### config.mk
export PLATFORM = sky130hd
export DESIGN_NAME = divider_sequencer
export DESIGN_NICKNAME = d
export VERILOG_FILES = /design/src/rtl/divider_sequencer.sv
export SDC_FILE = /design/constraint.sdc
export NUM_CORES = 1
export LEC_CHECK = 0
export ABC_AREA = 1
export ABC_CLOCK_PERIOD_IN_PS = 4150
export CAP_MARGIN = 10
export CORE_AREA = 2 2 165 167
export DETAILED_ROUTE_END_ITERATION = 10
export DIE_AREA = 0 0 167 169
export PLACE_DENSITY = 0.66
export SKIP_LAST_GASP = 1
export SYNTH_ARGS = -nofsm -noshare
export SYNTH_HDL_FRONTEND = slang
export SYNTH_SLANG_ARGS = --single-unit
### constraint.sdc
create_clock -name clk -period 4.15 [get_ports clk]
set_input_delay 0.83 -clock clk [delete_from_list [all_inputs] [get_ports clk]]
set_output_delay 0.83 -clock clk [all_outputs]
set_load 0.03 [all_outputs]
### src/rtl/divider_sequencer.sv
// Table-driven clock divider sequencer: steps through four (ratio, repeat)
// entries, producing a divided square wave and a tick per divided period.
module divider_sequencer #(
    parameter int unsigned WIDTH = 24,
    parameter int unsigned REP_W = 8,
    parameter int unsigned DEPTH = 4
) (
    input  logic             clk,
    input  logic             rst,
    input  logic             start,
    input  logic             stop,
    input  logic             loop_en,
    input  logic             cfg_valid,
    output logic             cfg_ready,
    input  logic [1:0]       cfg_idx,
    input  logic [WIDTH-1:0] cfg_div,
    input  logic [REP_W-1:0] cfg_rep,
    output logic             tick,
    output logic             clkout,
    output logic             busy,
    output logic [1:0]       cur_idx,
    output logic             seq_done
);

    localparam int unsigned IDX_W = 2;
    localparam logic [IDX_W-1:0] LAST_IDX = IDX_W'(DEPTH - 1);

    typedef enum logic [1:0] {
        IDLE = 2'd0,
        LOAD = 2'd1,
        RUN  = 2'd2,
        DONE = 2'd3
    } state_t;

    // Configuration table
    logic [WIDTH-1:0] div_tab [DEPTH];
    logic [REP_W-1:0] rep_tab [DEPTH];

    // Registered state
    state_t           state;
    logic [WIDTH-1:0] count;
    logic [REP_W-1:0] rep_cnt;
    logic [WIDTH-1:0] n_act;
    logic [REP_W-1:0] rep_act;
    logic             ran;

    // Next-state values
    state_t           state_d;
    logic [IDX_W-1:0] idx_d;
    logic [WIDTH-1:0] count_d;
    logic [REP_W-1:0] rep_cnt_d;
    logic [WIDTH-1:0] n_d;
    logic [REP_W-1:0] rep_d;
    logic             ran_d;
    logic             done_d;
    logic             period_end;
    logic             entry_end;
    logic [WIDTH-1:0] sel_div;
    logic [REP_W-1:0] sel_rep;

    // Table writes, accepted only while idle; never touch the active registers
    always_ff @(posedge clk) begin
        if (rst) begin
            for (int unsigned i = 0; i < DEPTH; i++) begin
                div_tab[IDX_W'(i)] <= '0;
                rep_tab[IDX_W'(i)] <= '0;
            end
        end else if (cfg_valid && cfg_ready) begin
            div_tab[cfg_idx] <= cfg_div;
            rep_tab[cfg_idx] <= cfg_rep;
        end
    end

    // Next-state and counter logic; stop overrides every transition
    always_comb begin
        state_d    = state;
        idx_d      = cur_idx;
        count_d    = count;
        rep_cnt_d  = rep_cnt;
        n_d        = n_act;
        rep_d      = rep_act;
        ran_d      = ran;
        done_d     = 1'b0;
        period_end = (count == (n_act - WIDTH'(1)));
        entry_end  = period_end && (rep_cnt == (rep_act - REP_W'(1)));
        sel_div    = div_tab[cur_idx];
        sel_rep    = rep_tab[cur_idx];

        case (state)
            IDLE: begin
                if (start && !stop) begin
                    state_d = LOAD;
                    idx_d   = '0;
                    ran_d   = 1'b0;
                end
            end
            LOAD: begin
                if (sel_rep != '0) begin
                    state_d   = RUN;
                    n_d       = (sel_div < WIDTH'(2)) ? WIDTH'(2) : sel_div;
                    rep_d     = sel_rep;
                    count_d   = '0;
                    rep_cnt_d = '0;
                    ran_d     = 1'b1;
                end else if (cur_idx != LAST_IDX) begin
                    idx_d = cur_idx + IDX_W'(1);
                end else if (loop_en && ran) begin
                    idx_d = '0;
                    ran_d = 1'b0;
                end else begin
                    state_d = DONE;
                    done_d  = 1'b1;
                end
            end
            RUN: begin
                if (entry_end) begin
                    count_d   = '0;
                    rep_cnt_d = '0;
                    if (cur_idx != LAST_IDX) begin
                        state_d = LOAD;
                        idx_d   = cur_idx + IDX_W'(1);
                    end else if (loop_en) begin
                        state_d = LOAD;
                        idx_d   = '0;
                        ran_d   = 1'b0;
                    end else begin
                        state_d = DONE;
                        done_d  = 1'b1;
                    end
                end else begin
                    count_d = period_end ? '0 : count + WIDTH'(1);
                    if (period_end) begin
                        rep_cnt_d = rep_cnt + REP_W'(1);
                    end
                end
            end
            DONE: begin
                state_d = IDLE;
            end
            default: begin
                state_d = IDLE;
            end
        endcase

        if (stop && (state != IDLE)) begin
            state_d   = IDLE;
            count_d   = '0;
            rep_cnt_d = '0;
            done_d    = 1'b0;
        end
    end

    // State and output registers; outputs are decoded from next-state values
    always_ff @(posedge clk) begin
        if (rst) begin
            state     <= IDLE;
            cur_idx   <= '0;
            count     <= '0;
            rep_cnt   <= '0;
            n_act     <= '0;
            rep_act   <= '0;
            ran       <= 1'b0;
            tick      <= 1'b0;
            clkout    <= 1'b0;
            busy      <= 1'b0;
            seq_done  <= 1'b0;
            cfg_ready <= 1'b1;
        end else begin
            state     <= state_d;
            cur_idx   <= idx_d;
            count     <= count_d;
            rep_cnt   <= rep_cnt_d;
            n_act     <= n_d;
            rep_act   <= rep_d;
            ran       <= ran_d;
            tick      <= (state_d == RUN) && (count_d == (n_d - WIDTH'(1)));
            clkout    <= (state_d == RUN) && (count_d >= (n_d >> 1));
            busy      <= (state_d != IDLE);
            seq_done  <= done_d;
            cfg_ready <= (state_d == IDLE);
        end
    end

endmodule

==> results_dict.tcl, run 1 <==
set metrics [dict create \
    route.detailed.drc 0 \
    cpMostUsedCell "nand2_1" \
    end_kind "flip-flop" \
    p_switching_w 0.00389 \
    yosys.cell_types.count 41 \
    drv_slew 0 \
    die_area_mm2 0.0282 \
    wl_per_cell_um 16.1 \
    fin_crit_ns 3.78 \
    initial_utilization 0.475 \
    area_growth_pct 13.5 \
    setup_viol 0 \
    cts_tree "done" \
    swShare 0.436 \
    critPathKind "flip-flop to flip-flop" \
    vias 11300 \
    finClkSkew_ns 0.0209 \
    row_count 60 \
    hold-path-cell-count 1 \
    start_kind "flip-flop" \
    chipHeight_um 169 \
    path_clk_slew_ns 0.07 \
    pwr-share-seq 0.289 \
    synth-seq-cells 204 \
    wirelength_um 35300 \
    antennaDiodeCount 0 \
    grt_max_degree 52 \
    hpwl_um 25900 \
    p_leak_nw 6.66 \
    finalCritPeriodShare 0.911 \
    critical_path_arrival_ns 4.18 \
    netlist_top_cells_area "edfxtp_1 (31%), nand2_1 (16%), dfxtp_1 (12%)" \
    drv_cap 0 \
    synth_edf_count 128 \
    cts_resized 0 \
    fp.coreArea_mm2 0.0265 \
    nets 1904 \
    max_stage_delay_ns 0.39 \
    relSlewSlack 0.391 \
    cp.depth 27 \
    gp_congestion 0.980 \
    synthFlopType "edfxtp_1" \
    hold_buffers 0 \
    netlist_top_cells_count "nand2_1 (550), nor2_1 (317), inv_1 (191), nand3_1 (145), edfxtp_1 (128)" \
    overflow 0 \
    cts_htree_levels 1 \
    max_clock_freq_mhz 264 \
    synthCells 1784 \
    cts_max_path_buffers 3 \
    cts_buffers 23 \
    r2r_setup_slack_ns 0.37 \
    worstPathMaxFanout 14 \
    drive_gt1_frac 0.0758 \
    async_reset_ff_frac 0 \
    synth_fp_nets 1857 \
    holdWs_ns 0.471 \
    reg2reg_depth 27 \
    synth_top_area_frac 0.305 \
    antenna_found_initial 0 \
    grt_usage 0.249 \
    clock_latency_ns 0.52 \
    required_ns 4.54 \
    status "completed" \
    syn_area_per_cell_um2 7.05 \
    cts_root_buf "clkbuf_16" \
    path_buf_inv 3 \
    crit_family "simple AND/OR/NAND/NOR gates" \
    synth.yosys.seq_area_share 0.426 \
    detailedPlace.worstSlack_ns 0.231 \
    pwr_density_cell_mw_per_mm2 624 \
    first_pass_iters 5 \
    slowest_stage "dfxtp_1" \
    clkPwrFrac 0.226 \
    synth_top_area_cell "edfxtp_1" \
    vias_per_cell 5.18 \
    p_comb_frac 0.485 \
    final_hold_viol_count 0 \
    ant_nets 0 \
    setup_ws_ns 0.369 \
    min_path_type "flip-flop to flip-flop" \
    die_x_um 167 \
    grt_pass1_wl_um 56600 \
    intPower_w 0.00503 \
    tightestPinTransition_ns 0.911 \
    irDropWorstVdd_mv 0.367 \
    ios 47 \
    drt_iter0_markers 991 \
    synth.most_common_cell "nand2_1" \
    post_cts_buffers 0 \
    portBuffers 46 \
    yosys_warnings 0 \
    syn_area_mm2 0.0126 \
    first_global_vias 10600 \
    clock_sinks 204 \
]
-- layout by cell type (no fill, tap or decap), types with 2 or more instances in the layout --
cell type and count:
dfxtp_1 74, o21ai_1 8, ha_1 32, a211oi_1 2, o22ai_1 2, xor2_1 38
buf_4 34, nand3_1 145, nor2_4 9, clkbuf_1 4, nand2_4 2, clkdlybuf4s50_1 45
a31oi_1 2, nor2_2 19, o21a_1 4, nand3b_1 14, buf_12 2, o21ai_0 41
nand4_1 27, clkbuf_16 24, nor3_1 16, clkbuf_8 4, nand2_2 8, o21ai_2 3
xnor2_1 14, edfxtp_1 128, a21oi_1 56, nor2_1 309, nor4_1 3, and2_1 2
inv_2 16, inv_1 190, nand2_1 547, clkinv_2 5
-- path summary, 6_finish.rpt --
kind                      startpoint                       to
max              n_act[6]$_SDFF_PP0_        clkout$_SDFF_PP0_
min reg2reg  rep_cnt[7]$_SDFFE_PP0P_  rep_cnt[7]$_SDFFE_PP0P_
min          rep_cnt[7]$_SDFFE_PP0P_  rep_cnt[7]$_SDFFE_PP0P_
max reg2reg      n_act[6]$_SDFF_PP0_        clkout$_SDFF_PP0_
-- flip-flops by register name, summed over array words and instances (netlist names), 2 cells and up, named ones only --
signal and flops:
div_tab 96, rep_tab 32, count 24, n_act 24, rep_act 8, rep_cnt 8, cur_idx 2, state 2
-- routing by layer --
metal  wire [um]  track usage  vias up  share of wire
met1       16300        0.351     5148           0.46
met2       16000        0.407      353           0.45
met3        1910       0.0253       61          0.054
li1            -            -     5767              -
met5           0            0        -              0
met4        1080       0.0761        0          0.031
-- power by group through the flow --
| stage | sequential, W | combinational (W) | clock [W] |
|---|---|---|---|
| global route | 0.00260 | 0.00495 | 0.00213 |
| CTS | 0.00257 | 0.00423 | 0.00205 |
| global placement | 0.00261 | 0.00418 | 0 |
| detailed placement | 0.00261 | 0.00421 | 0 |
| floorplan | 0.00255 | 0.00321 | 0 |
| finish | 0.00258 | 0.00433 | 0.00201 |
-- cells by family after synthesis --
kind of cell,Yosys count,share of synthesized area
and+or+nand+nor,1105,0.365
buffers and inverters,268,0.0880
DFF,204,0.426
AOI/OAI and AO/OA,122,0.0520
xor gates and xnor gates,52,0.0362
adders and majority gates,33,0.0328
-- area by class of cell --
cell class                 instances  area [um^2]
inverter                         207          777
clock inverter                     9         80.1
multi-input combinational       1313         6210
timing repair buffer              82          751
fill                            2605        12200
tap                              341          427
clock buffer                      33          676
sequential                       204         5370
-- per-stage QoR --
step	util	power [W]	setup TNS, ns	instances	area (um^2)
detailed placement	0.507	0.00682	0	2146	13400
global placement	0.507	0.00679	0	2146	13400
global route	0.539	0.00968	-0.00801	2189	14300
CTS	0.536	0.00885	0	2188	14200
floorplan	-	0.00576	0	1784	12600
finish	0.539	0.00892	0	2189	14300
Note: power is estimated with default switching activity, not from simulation.
==> run 2, diff against run 1 <==
Settings changed: ABC_CLOCK_PERIOD_IN_PS 4150 to 4400.
Clock period 4.15 ns to 4.4 ns, I/O delays scaled along.
==> run 2 against run 1 <==
  * Sequential power down 5%
  * Register-to-register slack better by 0.05 ns
  * Maximum frequency shrank 5.0%
  * Critical endpoint unchanged
  * Highest routed layer unchanged
==> results_dict.tcl, run 2 (same netlist as run 1, synthesis figures left out) <==
set metrics [dict create \
    nets 1892 \
    finClkSkew_ns 0.0337 \
    cts_max_path_buffers 3 \
    clock_latency_ns 0.52 \
    irDropWorstVdd_mv 0.364 \
    largest-register "div_tab" \
    startpoint "n_act[1]$_SDFF_PP0_" \
    overflow 0 \
    ios 47 \
    cts_buffers 22 \
    clock_sinks 204 \
    required_ns 4.78 \
    final_cell_mix "nand2_1 (550), nor2_1 (316), inv_1 (191)" \
    area_growth_pct 12.4 \
    die_area_mm2 0.0282 \
    first_global_vias 10500 \
    p_leak_nw 6.59 \
    drv_cap 0 \
    end_kind "flip-flop" \
    min_path_type "flip-flop to flip-flop" \
    cpMostUsedCell "nand2_1" \
    dp_cells 2135 \
    slowest_stage "dfxtp_1" \
    max_clock_freq_mhz 251 \
    top_regs "div_tab (96), rep_tab (32)" \
    holdWs_ns 0.466 \
    fin_cells 2175 \
    initial_utilization 0.475 \
    status "completed" \
    drt_iter0_markers 1015 \
    fin_crit_ns 3.98 \
    worstPathMaxFanout 17 \
    final_hold_viol_count 0 \
    cts_tree "done" \
    cts_htree_levels 1 \
    setup_viol 0 \
    hold_path_end "ran$_SDFFE_PP0P_" \
    start_kind "flip-flop" \
    portBuffers 46 \
    tightestPinTransition_ns 0.926 \
    antennaDiodeCount 0 \
    die_x_um 167 \
    pwr_density_cell_mw_per_mm2 592 \
    wirelength_um 34000 \
    hpwl_um 25000 \
    drv_slew 0 \
    hp-start "ran$_SDFFE_PP0P_" \
    first_pass_iters 6 \
    antenna_found_initial 0 \
    ant_nets 0 \
    r2r_setup_slack_ns 0.42 \
    critical_path_arrival_ns 4.36 \
    max_stage_delay_ns 0.31 \
    grt_usage 0.242 \
    hold-path-cell-count 2 \
    route.detailed.drc 0 \
    grt_max_degree 53 \
    gp_congestion 0.966 \
    largest_reg_flops 96 \
    r2r-start "n_act[1]$_SDFF_PP0_" \
    path_clk_slew_ns 0.07 \
    vias 11200 \
    hold_buffers 0 \
    finalCritPeriodShare 0.904 \
    critPathKind "flip-flop to flip-flop" \
    fp.coreArea_mm2 0.0265 \
    vias_per_cell 5.13 \
    drive_gt1_frac 0.0605 \
    chipHeight_um 169 \
    row_count 60 \
    cts_root_buf "clkbuf_16" \
    wl_per_cell_um 15.6 \
    relSlewSlack 0.380 \
    grt_pass1_wl_um 55100 \
    final_common_cell "nand2_1" \
    r2r_end "clkout$_SDFF_PP0_" \
    reg2reg_depth 35 \
]
run 2: how the worst max path moves through the flow:
stage                         endpoint  depth (start not counted)  slack [ns]
2_1_floorplan  div_tab[3][0]$_DFFE_PP_                          2        0.68
3_3_place_gp         clkout$_SDFF_PP0_                         31        0.19
3_5_place_dp         clkout$_SDFF_PP0_                         31        0.22
4_1_cts              clkout$_SDFF_PP0_                         31        0.17
5_1_grt              clkout$_SDFF_PP0_                         31      -0.005
6_report             clkout$_SDFF_PP0_                         35        0.42
run 2: routing by layer:
| layer | vias up | part of all wire | global-route usage |
|---|---|---|---|
| li1 | 5737 | - | - |
| met1 | 5050 | 0.46 | 0.338 |
| met2 | 322 | 0.46 | 0.402 |
| met3 | 46 | 0.055 | 0.0236 |
| met4 | 0 | 0.023 | 0.0675 |
| met5 | - | 0 | 0 |
run 2: power by group:
group	switching, W	internal [W]
Combinational	0.00264	0.00132
Sequential	0.000198	0.00224
Clock	0.000766	0.00121
Total	0.00360	0.00477
run 2: worst max-delay path: cells and delay by family (launching register included):
kind                     cells  cell delay [ns]
AO/OA/AOI/OAI                5             0.62
flip-flops                   1             0.31
buffers and inverters        3             0.29
adder cells (fa/ha/maj)      2             0.50
AND/OR/NAND/NOR             25             2.13
run 2: per-stage QoR:
| step | instance area (um^2) | utilization | setup TNS (ns) | total power (W) | worst slack, ns |
|---|---|---|---|---|---|
| 2_1_floorplan | 12600 | - | 0 | 0.00544 | 0.681 |
| 3_3_place_gp | 13300 | 0.503 | 0 | 0.00633 | 0.190 |
| 3_5_place_dp | 13300 | 0.503 | 0 | 0.00638 | 0.219 |
| 4_1_cts | 14100 | 0.532 | 0 | 0.00837 | 0.173 |
| 5_1_grt | 14100 | 0.534 | -0.00458 | 0.00908 | -0.00458 |
| 6_report | 14100 | 0.534 | 0 | 0.00837 | 0.422 |
run 2: layout make-up:
cell class / instances / area (um^2)
fillers: 2539 / 12400
multi-input cells: 1312 / 6160
flip-flops and latches: 204 / 5370
well taps: 341 / 427
clock inverters: 14 / 205
clock buffers: 25 / 562
repair buffers: 72 / 651
inverters: 207 / 777
run 2: what timing repair did:
| action | in CTS | in global routing |
|---|---|---|
| buffers inserted | 0 | 1 |
| endpoints found under the setup margin | 0 | 1 |
| resized for setup | 0 | 8 |
